[src/rtl/alu_pipe_cc_if.sv]
// Handshake and condition-code bundle for alu_pipe_cc.
// The master side offers operations and consumes results; the slave side is the ALU.
interface alu_pipe_cc_if #(
    parameter int WIDTH = 64
);
    logic             in_valid;
    logic             in_ready;
    logic [1:0]       in_op;
    logic [WIDTH-1:0] in_a;
    logic [WIDTH-1:0] in_b;
    logic             in_set_cc;
    logic             out_valid;
    logic             out_ready;
    logic [WIDTH-1:0] out_result;
    logic [2:0]       out_flags;
    logic [2:0]       cc;
    logic [2:0]       cond_fn;
    logic             cnd;

    modport master (
        output in_valid, in_op, in_a, in_b, in_set_cc, out_ready, cond_fn,
        input  in_ready, out_valid, out_result, out_flags, cc, cnd
    );

    modport slave (
        input  in_valid, in_op, in_a, in_b, in_set_cc, out_ready, cond_fn,
        output in_ready, out_valid, out_result, out_flags, cc, cnd
    );
endinterface

[src/rtl/alu_pipe_cc.sv]
// Two-stage pipelined ALU (add/sub/and/xor) producing {ZF,SF,OF} flags per result.
// Define ALU_PIPE_CC_CC_EN to build the condition-code register and the cnd evaluator.
module alu_pipe_cc #(
    parameter int WIDTH = 64
) (
    input  logic          clk,
    input  logic          rst_n,
    alu_pipe_cc_if.slave  bus
);
    localparam int MSB = WIDTH - 1;

    logic [WIDTH-1:0] w_result;
    logic             w_of;
    logic [2:0]       w_flags;
    logic             w_s2Fire;
    logic             w_s1Advance;
    logic             w_inReady;
    logic             w_accept;

    logic             r_s1Valid;
    logic [WIDTH-1:0] r_s1Result;
    logic [2:0]       r_s1Flags;
    logic             r_s1SetCc;
    logic             r_s2Valid;
    logic [WIDTH-1:0] r_s2Result;
    logic [2:0]       r_s2Flags;

    always_comb begin
        w_result = '0;
        w_of     = 1'b0;
        case (bus.in_op)
            2'b00: begin
                w_result = bus.in_a + bus.in_b;
                w_of     = (bus.in_a[MSB] == bus.in_b[MSB]) & (w_result[MSB] != bus.in_a[MSB]);
            end
            2'b01: begin
                w_result = bus.in_a - bus.in_b;
                w_of     = (bus.in_a[MSB] != bus.in_b[MSB]) & (w_result[MSB] != bus.in_a[MSB]);
            end
            2'b10:   w_result = bus.in_a & bus.in_b;
            default: w_result = bus.in_a ^ bus.in_b;
        endcase
        w_flags = {(w_result == '0), w_result[MSB], w_of};
    end

    // in_ready depends only on pipeline state, never on in_valid.
    assign w_s2Fire    = r_s2Valid & bus.out_ready;
    assign w_s1Advance = r_s1Valid & (~r_s2Valid | w_s2Fire);
    assign w_inReady   = ~r_s1Valid | w_s1Advance;
    assign w_accept    = bus.in_valid & w_inReady;

    always_ff @(posedge clk) begin
        if (!rst_n) begin
            r_s1Valid  <= 1'b0;
            r_s1Result <= '0;
            r_s1Flags  <= '0;
            r_s1SetCc  <= 1'b0;
        end else if (w_accept) begin
            r_s1Valid  <= 1'b1;
            r_s1Result <= w_result;
            r_s1Flags  <= w_flags;
            r_s1SetCc  <= bus.in_set_cc;
        end else if (w_s1Advance) begin
            r_s1Valid  <= 1'b0;
        end
    end

    always_ff @(posedge clk) begin
        if (!rst_n) begin
            r_s2Valid  <= 1'b0;
            r_s2Result <= '0;
            r_s2Flags  <= '0;
        end else if (w_s1Advance) begin
            r_s2Valid  <= 1'b1;
            r_s2Result <= r_s1Result;
            r_s2Flags  <= r_s1Flags;
        end else if (w_s2Fire) begin
            r_s2Valid  <= 1'b0;
        end
    end

    assign bus.in_ready   = w_inReady;
    assign bus.out_valid  = r_s2Valid;
    assign bus.out_result = r_s2Result;
    assign bus.out_flags  = r_s2Flags;

`ifdef ALU_PIPE_CC_CC_EN
    logic [2:0] r_cc;
    logic       w_cnd;
    logic       w_zf;
    logic       w_lt;

    // cc follows a transaction only when it leaves S1, so discarded work never touches it.
    always_ff @(posedge clk) begin
        if (!rst_n) begin
            r_cc <= '0;
        end else if (w_s1Advance && r_s1SetCc) begin
            r_cc <= r_s1Flags;
        end
    end

    assign w_zf = r_cc[2];
    assign w_lt = r_cc[1] ^ r_cc[0];

    always_comb begin
        w_cnd = 1'b0;
        case (bus.cond_fn)
            3'd0:    w_cnd = 1'b1;
            3'd1:    w_cnd = w_lt | w_zf;
            3'd2:    w_cnd = w_lt;
            3'd3:    w_cnd = w_zf;
            3'd4:    w_cnd = ~w_zf;
            3'd5:    w_cnd = ~w_lt;
            3'd6:    w_cnd = ~w_lt & ~w_zf;
            default: w_cnd = 1'b0;
        endcase
    end

    assign bus.cc  = r_cc;
    assign bus.cnd = w_cnd;
`else
    logic w_unusedSetCc;
    assign w_unusedSetCc = r_s1SetCc;
    assign bus.cc        = 3'b000;
    assign bus.cnd       = (bus.cond_fn == 3'd0);
`endif
endmodule

[src/flat_wrapper.sv]
// flat-port wrapper written by rule: the top's interface ports become plain ports
module alu_pipe_cc_flat 
#(
    parameter int WIDTH = 64
)
  (clk, rst_n, bus_in_valid, bus_in_op, bus_in_a, bus_in_b, bus_in_set_cc, bus_out_ready, bus_cond_fn, bus_in_ready, bus_out_valid, bus_out_result, bus_out_flags, bus_cc, bus_cnd);
  alu_pipe_cc_if #(.WIDTH(WIDTH)) bus_i ();
  input  logic clk;
  input  logic rst_n;
  input wire logic [$bits(bus_i.in_valid)-1:0] bus_in_valid;
  input wire logic [$bits(bus_i.in_op)-1:0] bus_in_op;
  input wire logic [$bits(bus_i.in_a)-1:0] bus_in_a;
  input wire logic [$bits(bus_i.in_b)-1:0] bus_in_b;
  input wire logic [$bits(bus_i.in_set_cc)-1:0] bus_in_set_cc;
  input wire logic [$bits(bus_i.out_ready)-1:0] bus_out_ready;
  input wire logic [$bits(bus_i.cond_fn)-1:0] bus_cond_fn;
  output wire logic [$bits(bus_i.in_ready)-1:0] bus_in_ready;
  output wire logic [$bits(bus_i.out_valid)-1:0] bus_out_valid;
  output wire logic [$bits(bus_i.out_result)-1:0] bus_out_result;
  output wire logic [$bits(bus_i.out_flags)-1:0] bus_out_flags;
  output wire logic [$bits(bus_i.cc)-1:0] bus_cc;
  output wire logic [$bits(bus_i.cnd)-1:0] bus_cnd;
  assign bus_i.in_valid = bus_in_valid;
  assign bus_i.in_op = bus_in_op;
  assign bus_i.in_a = bus_in_a;
  assign bus_i.in_b = bus_in_b;
  assign bus_i.in_set_cc = bus_in_set_cc;
  assign bus_i.out_ready = bus_out_ready;
  assign bus_i.cond_fn = bus_cond_fn;
  assign bus_in_ready = bus_i.in_ready;
  assign bus_out_valid = bus_i.out_valid;
  assign bus_out_result = bus_i.out_result;
  assign bus_out_flags = bus_i.out_flags;
  assign bus_cc = bus_i.cc;
  assign bus_cnd = bus_i.cnd;
  alu_pipe_cc #(.WIDTH(WIDTH)) u_core (.clk(clk), .rst_n(rst_n), .bus(bus_i));
endmodule
[config.mk]
export PLATFORM = sky130hd
export DESIGN_NAME = alu_pipe_cc_flat
export DESIGN_NICKNAME = d
export VERILOG_FILES = /design/src/rtl/alu_pipe_cc_if.sv /design/src/rtl/alu_pipe_cc.sv /design/src/flat_wrapper.sv
export SDC_FILE = /design/constraint.sdc
export NUM_CORES = 1
export LEC_CHECK = 0
export CAP_MARGIN = 20
export CORE_MARGIN = 5
export CORE_UTILIZATION = 36
export DETAILED_ROUTE_END_ITERATION = 8
export SLEW_MARGIN = 0
export SYNTH_ARGS = -nofsm -noshare
export SYNTH_HDL_FRONTEND = slang
export SYNTH_SLANG_ARGS = --single-unit
[constraint.sdc]
create_clock -name clk -period 4.44 [get_ports clk]
set_clock_uncertainty 0.1 [all_clocks]
set_input_delay 0.666 -clock clk [delete_from_list [all_inputs] [get_ports clk]]
set_output_delay 0.666 -clock clk [all_outputs]
set_load 0.005 [all_outputs]
# After elaboration in Yosys (flattened, before gate mapping)

Index checks and enable logic that the tools add are counted.

Add/sub/neg operators: 2
Multipliers: 0
Divide/modulo/power cells: 0
Magnitude comparators: 0
Equality and inequality tests: 6
Shift-type cells: 0
Mux-type cells: 6
Bitwise logic cells: 11
Reduce and logical (&&, ||, !) cells: 5

Operators by type and width:

| cell                                                 | count |
|---|---|
| case mux 64 bit (3 select lines)                     | 1 |
| adder 64 bit                                         | 1 |
| bitwise AND 64 bit                                   | 1 |
| zero test 64 bit                                     | 1 |
| subtractor 64 bit                                    | 1 |
| XOR 64 bit                                           | 1 |
| bitwise AND 1 bit                                    | 5 |
| two-way mux 1 bit                                    | 4 |
| nonzero test 2 bit                                   | 2 |
| zero test 3 bit                                      | 1 |
| != test 1 bit                                        | 3 |
| equality test 2 x 1 -> 1 bit (second input constant) | 1 |
| equality test 2 bit (second input constant)          | 1 |
| zero test 2 bit                                      | 1 |
| NOT 1 bit                                            | 2 |
| bitwise OR 1 bit                                     | 2 |
| case mux 1 bit (2 select lines)                      | 1 |
| equality test 1 bit                                  | 1 |

Register bits after elaboration: 136
Latch bits: 0
Bits in writable memories: 0
Memory bits (read-only): 0
Output and inout bits: 73
Logic and storage cells: 36
Memories: 0

# Longest topological paths before layout

Word-level depth: 6
Mapped depth: 17
Gate-level depth less buffers: 16

# Worst setup path before layout

Ideal clock, no wire load.

Kind: in2reg
Start point: input port bus_in_a[0]
End point: register u_core.r_s1Flags[2]
Setup time: 69 ps
Arrival time: 3879 ps
Data required time: 4271 ps
Setup slack: 392 ps
Cell stages on the path: 16
Buffers on the path: 0
Cells stage by stage: inv_1 -> ha_1 -> fa_1 -> nor2b_1 -> o2111ai_1 -> nand2_1 -> a21oi_2 -> o211ai_4 -> o21ai_2 -> and4_4 -> or4_4 -> a31oi_1 -> or4b_1 -> nor4_1 -> nand4_1 -> o21ai_1

Cells in the longest elaborated chain, start to end: 3
Elaborated cells between the ends (all ways): 6
Classes of those cells: 2 x add/sub; 1 x mux; 2 x bitwise; 1 x reduce/logical

Ends and longest elaborated chain:

| what                                            | line               | RTL |
|---|---|---|
| start: declaration                              | flat_wrapper.sv:12 | `input wire logic [$bits(bus_i.in_a)-1:0] bus_in_a;` |
| subtractor 64 bit, or another cell as far along | alu_pipe_cc.sv:37  | `w_result = bus.in_a - bus.in_b;` |
| case mux 64 bit (3 select lines) (*)            | alu_pipe_cc.sv:31  | `case (bus.in_op)` |
| zero test 64 bit (*)                            | alu_pipe_cc.sv:43  | `w_flags = {(w_result == '0), w_result[MSB], w_of};` |
| end signal: assignment                          | alu_pipe_cc.sv:61  | `r_s1Flags <= w_flags;` |
| end: declaration                                | alu_pipe_cc.sv:22  | `logic [2:0] r_s1Flags;` |

Every way passes the cells marked *; elsewhere a longest branch is shown, timed or not.
A chain may end at the register's enable or synchronous reset.

# Final worst setup path

Start point: input port bus_in_b[2]
End point: register u_core.r_s1Flags[2]

Cells in the longest elaborated chain, start to end: 3
Elaborated cells between the ends (all ways): 6
Classes of those cells: 2 x add/sub; 1 x mux; 2 x bitwise; 1 x reduce/logical

Ends and longest elaborated chain:

| what                                            | line               | RTL |
|---|---|---|
| start: declaration                              | flat_wrapper.sv:13 | `input wire logic [$bits(bus_i.in_b)-1:0] bus_in_b;` |
| subtractor 64 bit, or another cell as far along | alu_pipe_cc.sv:37  |  |
| case mux 64 bit (3 select lines) (*)            | alu_pipe_cc.sv:31  |  |
| zero test 64 bit (*)                            | alu_pipe_cc.sv:43  |  |

Marked as above.

==> flow_summary.json <==
{
  "outcome": "finished with violations",
  "failed_checks": "setup timing",
  "setup_slack_ns": -0.0258,
  "clk_root_buffer_cell": "clkbuf_16",
  "worstMarginPinSlew_ns": 0.873,
  "path_cells": "clkdlybuf4s50_1, inv_1, ha_4, buf_4, nor2_1, a211o_1, a21o_2, a21oi_2, buf_4, o31a_1, buf_4, a311o_1, a22o_2, nor2_2, nor4_2, o2111ai_1, nor4bb_2, nand4_1, o21ai_1",
  "n_fill_cell": 3969,
  "drtIter0Drc": 2105,
  "min_period_ns": 4.47,
  "syn_inst": 2299,
  "hpwl_mm": 63.9,
  "diodes": 0,
  "grt-ovfl-total": 0,
  "clkSinkCount": 134,
  "vias_per_cell": 5.79,
  "end_kind": "register",
  "grt_pass1_wl_mm": 118,
  "antenna_left": 0,
  "crit_top_cell": "buf_4",
  "regArea_um2": 2680,
  "hold_end": "u_core.bus.out_result[57]",
  "switching_power_mw": 2.36,
  "vias": 21300,
  "r2r_cells": 11,
  "syn_area_um2": 15400,
  "total_power_mw": 6.21,
  "firstDrtPassIters": 9,
  "worstHoldStart": "u_core.r_s1Result[57]",
  "max_stage_delay_ns": 0.48,
  "path_max_fanout": 5,
  "clkPwrFrac_pct": 25.0,
  "utilization_pct": 60.0,
  "hold_buffers": 0,
  "drc": 0,
  "power.internal_mw": 3.85,
  "final_cell_mix": "buf_4 (751), nand2_1 (334), a21oi_1 (274)",
  "use_met2_pct": 49.5,
  "numPortBuffers": 206,
  "final_hold_viol_count": 0,
  "r2r_start": "u_core.bus.out_valid",
  "final_common_cell": "buf_4",
  "core_um2": 42100,
  "syn_to_final_growth_pct": 64.1,
  "drv_cap": 0,
  "swShare_pct": 38.1,
  "critPathRequiredTime_ns": 4.69,
  "fp.dieArea_um2": 47000,
  "synth-edff-count": 0,
  "multi_input_area_um2": 12900,
  "dieHeight_um": 217,
  "synth-seq-cells": 134,
  "antenna_found_initial": 0,
  "cts_buffers": 17,
  "die_x_um": 217,
  "p_seq_share_pct": 21.2,
  "post-place-ws_ns": -1.02,
  "wl_mm": 80.3,
  "period_share_pct": 101,
  "grt_util_met1_pct": 47.4,
  "grt.busiest_layer": "met2",
  "clk_latency_ns": 0.41,
  "power_leakage_nw": 11.0,
  "wl_per_cell_um": 21.8,
  "regToRegSetupSlack_ns": 1.44,
  "initial_core_util_pct": 36.5,
  "avgSynthCellArea_um2": 6.69,
  "slew_viol_final": 0,
  "ys_types": 97,
  "power.density_nw_per_um2": 246,
  "combPwrFrac_pct": 53.8,
  "row_count": 75,
  "ys_warn_count": 0,
  "cp_data_arrival_time_ns": 4.71,
  "crit_type": "in -> reg",
  "use_met3_pct": 3.71,
  "hold_path.class": "reg -> reg",
  "setup_viol": 1,
  "grt_usage_pct": 31.7,
  "synthArstFlopShare_pct": 0,
  "r2r_end": "u_core.r_s1Flags[2]",
  "fin_nets": 3398,
  "grt_start_max_net_pins": 89,
  "synth_flop_cell": "dfxtp_1",
  "cp_slowest_cell": "clkdlybuf4s50_1",
  "cts_max_level": 4,
  "grt_setup_unrepaired": "true",
  "tritoncts": "built",
  "vdd_drop_max_mv": 0.296,
  "crit_path_start_kind": "input pin",
  "max_freq_mhz": 224,
  "pin_count": 211,
  "clkSlewWorstSetupHoldPaths_ns": 0.06,
  "grt_pass1_vias": 19900,
  "drive_above_1_share_pct": 32.6,
  "slew_headroom_pct": 41.8,
  "min_path_cells": 2,
  "gp_congestion": 0.976,
  "synth-seq-area-share_pct": 17.4,
  "clockBufferDepth": 2
}
==> per-layer routing <==
layer / share of wire, % / up-vias
li1: - / 10100
met1: 46 / 10100
met2: 44 / 982
met3: 8.4 / 112
met4: 1.8 / 0
met5: 0 / -
==> worst max-delay path, delay by kind of cell <==
kind / cells / cell delay [ns]
AO/OA/AOI/OAI: 8 / 1.82
buffers and inverters: 5 / 1.05
AND/OR/NAND/NOR: 5 / 0.85
adder cells (fa/ha/maj): 1 / 0.30
==> synth_stat cells, drive strengths merged, types with 10 or more instances <==
| library cell | n | share of area [%] |
|---|---|---|
| nand2 | 339 | 8.3 |
| a21oi | 300 | 9.8 |
| nor2 | 208 | 5.1 |
| inv | 138 | 3.4 |
| dfxtp | 134 | 17 |
| ha | 128 | 10 |
| o21ai | 118 | 3.9 |
| clkbuf | 113 | 2.8 |
| nor3 | 58 | 2.0 |
| nand4 | 56 | 2.3 |
| nand3 | 51 | 1.7 |
| buf | 45 | 1.4 |
| a211oi | 44 | 2.2 |
| nor4 | 43 | 1.8 |
| a21o | 39 | 1.9 |
| o31ai | 37 | 1.8 |
| mux2i | 34 | 2.2 |
| o211ai | 34 | 1.7 |
| nor2b | 24 | 0.98 |
| xnor2 | 23 | 1.3 |
| a31oi | 22 | 0.89 |
| or3 | 21 | 0.89 |
| o21bai | 20 | 0.98 |
| a2111oi | 17 | 1.0 |
| and2 | 15 | 0.61 |
| a221oi | 14 | 0.88 |
| o21a | 14 | 0.68 |
| o221ai | 14 | 0.84 |
| o311ai | 11 | 0.63 |
| or2 | 11 | 0.45 |
| a211o | 10 | 0.57 |
| nand2b | 10 | 0.41 |
==> stage by stage <==
step	instance area (um2)	std cells	TNS [ns]	hold WS, ns
finish	25300	3682	-0.0258	0.351
CTS	24200	3663	-0.0323	0.349
global placement	23000	3622	-11.96	0.338
global route	25300	3682	-0.199	0.372
detailed placement	23000	3622	-12.57	0.339
floorplan	15400	2301	0	0.329
==> area by class of cell <==
cell class	instances	share of cell area, %
Inverter	139	2.07
Clock inverter	14	0.872
Timing Repair Buffer	968	31.1
Multi-Input combinational cell	1870	50.9
Tap cell	539	2.67
Clock buffer	18	1.70
Sequential cell	134	10.6
==> registers in the layout, indices dropped and copies added, names as in the netlist <==
| register | flops |
|---|---|
| u_core.bus.out_result | 63 |
| u_core.r_s1Result | 63 |
| u_core.bus.out_flags | 3 |
| u_core.r_s1Flags | 3 |
| u_core.bus.out_valid | 1 |
| u_core.r_s1Valid | 1 |
==> timing repair <==
item / in CTS / in global routing
setup endpoints to repair: 14 / 12
resized for setup: 93 / 179
pin swaps: 33 / 66
buffers inserted: 10 / 20
==> kinds of logic (layout without fill, tap and decap cells) <==
kind of cell	count (synthesis)	after routing	synth area share, %
adder cells (fa/ha/maj)	130	130	10.7
XOR/XNOR	24	24	1.37
multiplexers	38	38	2.58
flip-flops	134	134	17.4
AND/OR/NAND/NOR	883	883	26.8
other	1	3	0.0244
AO/OA/AOI/OAI	792	792	33.5
buffers and inverters	297	1139	7.57
==> worst max path at each step <==
stage,slack (ns),endpoint,cells past startpoint,startpoint
after floorplan,0.39,u_core.r_s1Flags[2],16,bus_in_a[0]
after global placement,-1.03,u_core.r_s1Flags[2],20,bus_in_a[0]
after detailed placement,-1.02,u_core.r_s1Flags[2],22,bus_in_b[16]
after CTS,-0.03,u_core.r_s1Flags[2],22,bus_in_a[0]
after global routing,-0.11,u_core.r_s1Flags[2],18,bus_in_b[12]
final,-0.03,u_core.r_s1Flags[2],19,bus_in_b[2]
==> power groups by stage <==
stage                     Combinational [mW]  Sequential, mW  Clock (mW)
final                                   3.34            1.32        1.56
after global placement                  2.95            1.34           0
after CTS                               3.08            1.32        1.57
after global routing                    3.53            1.32        1.63
after floorplan                         1.34            1.33           0
after detailed placement                2.97            1.34           0
Power figures use the tool's default switching activity.
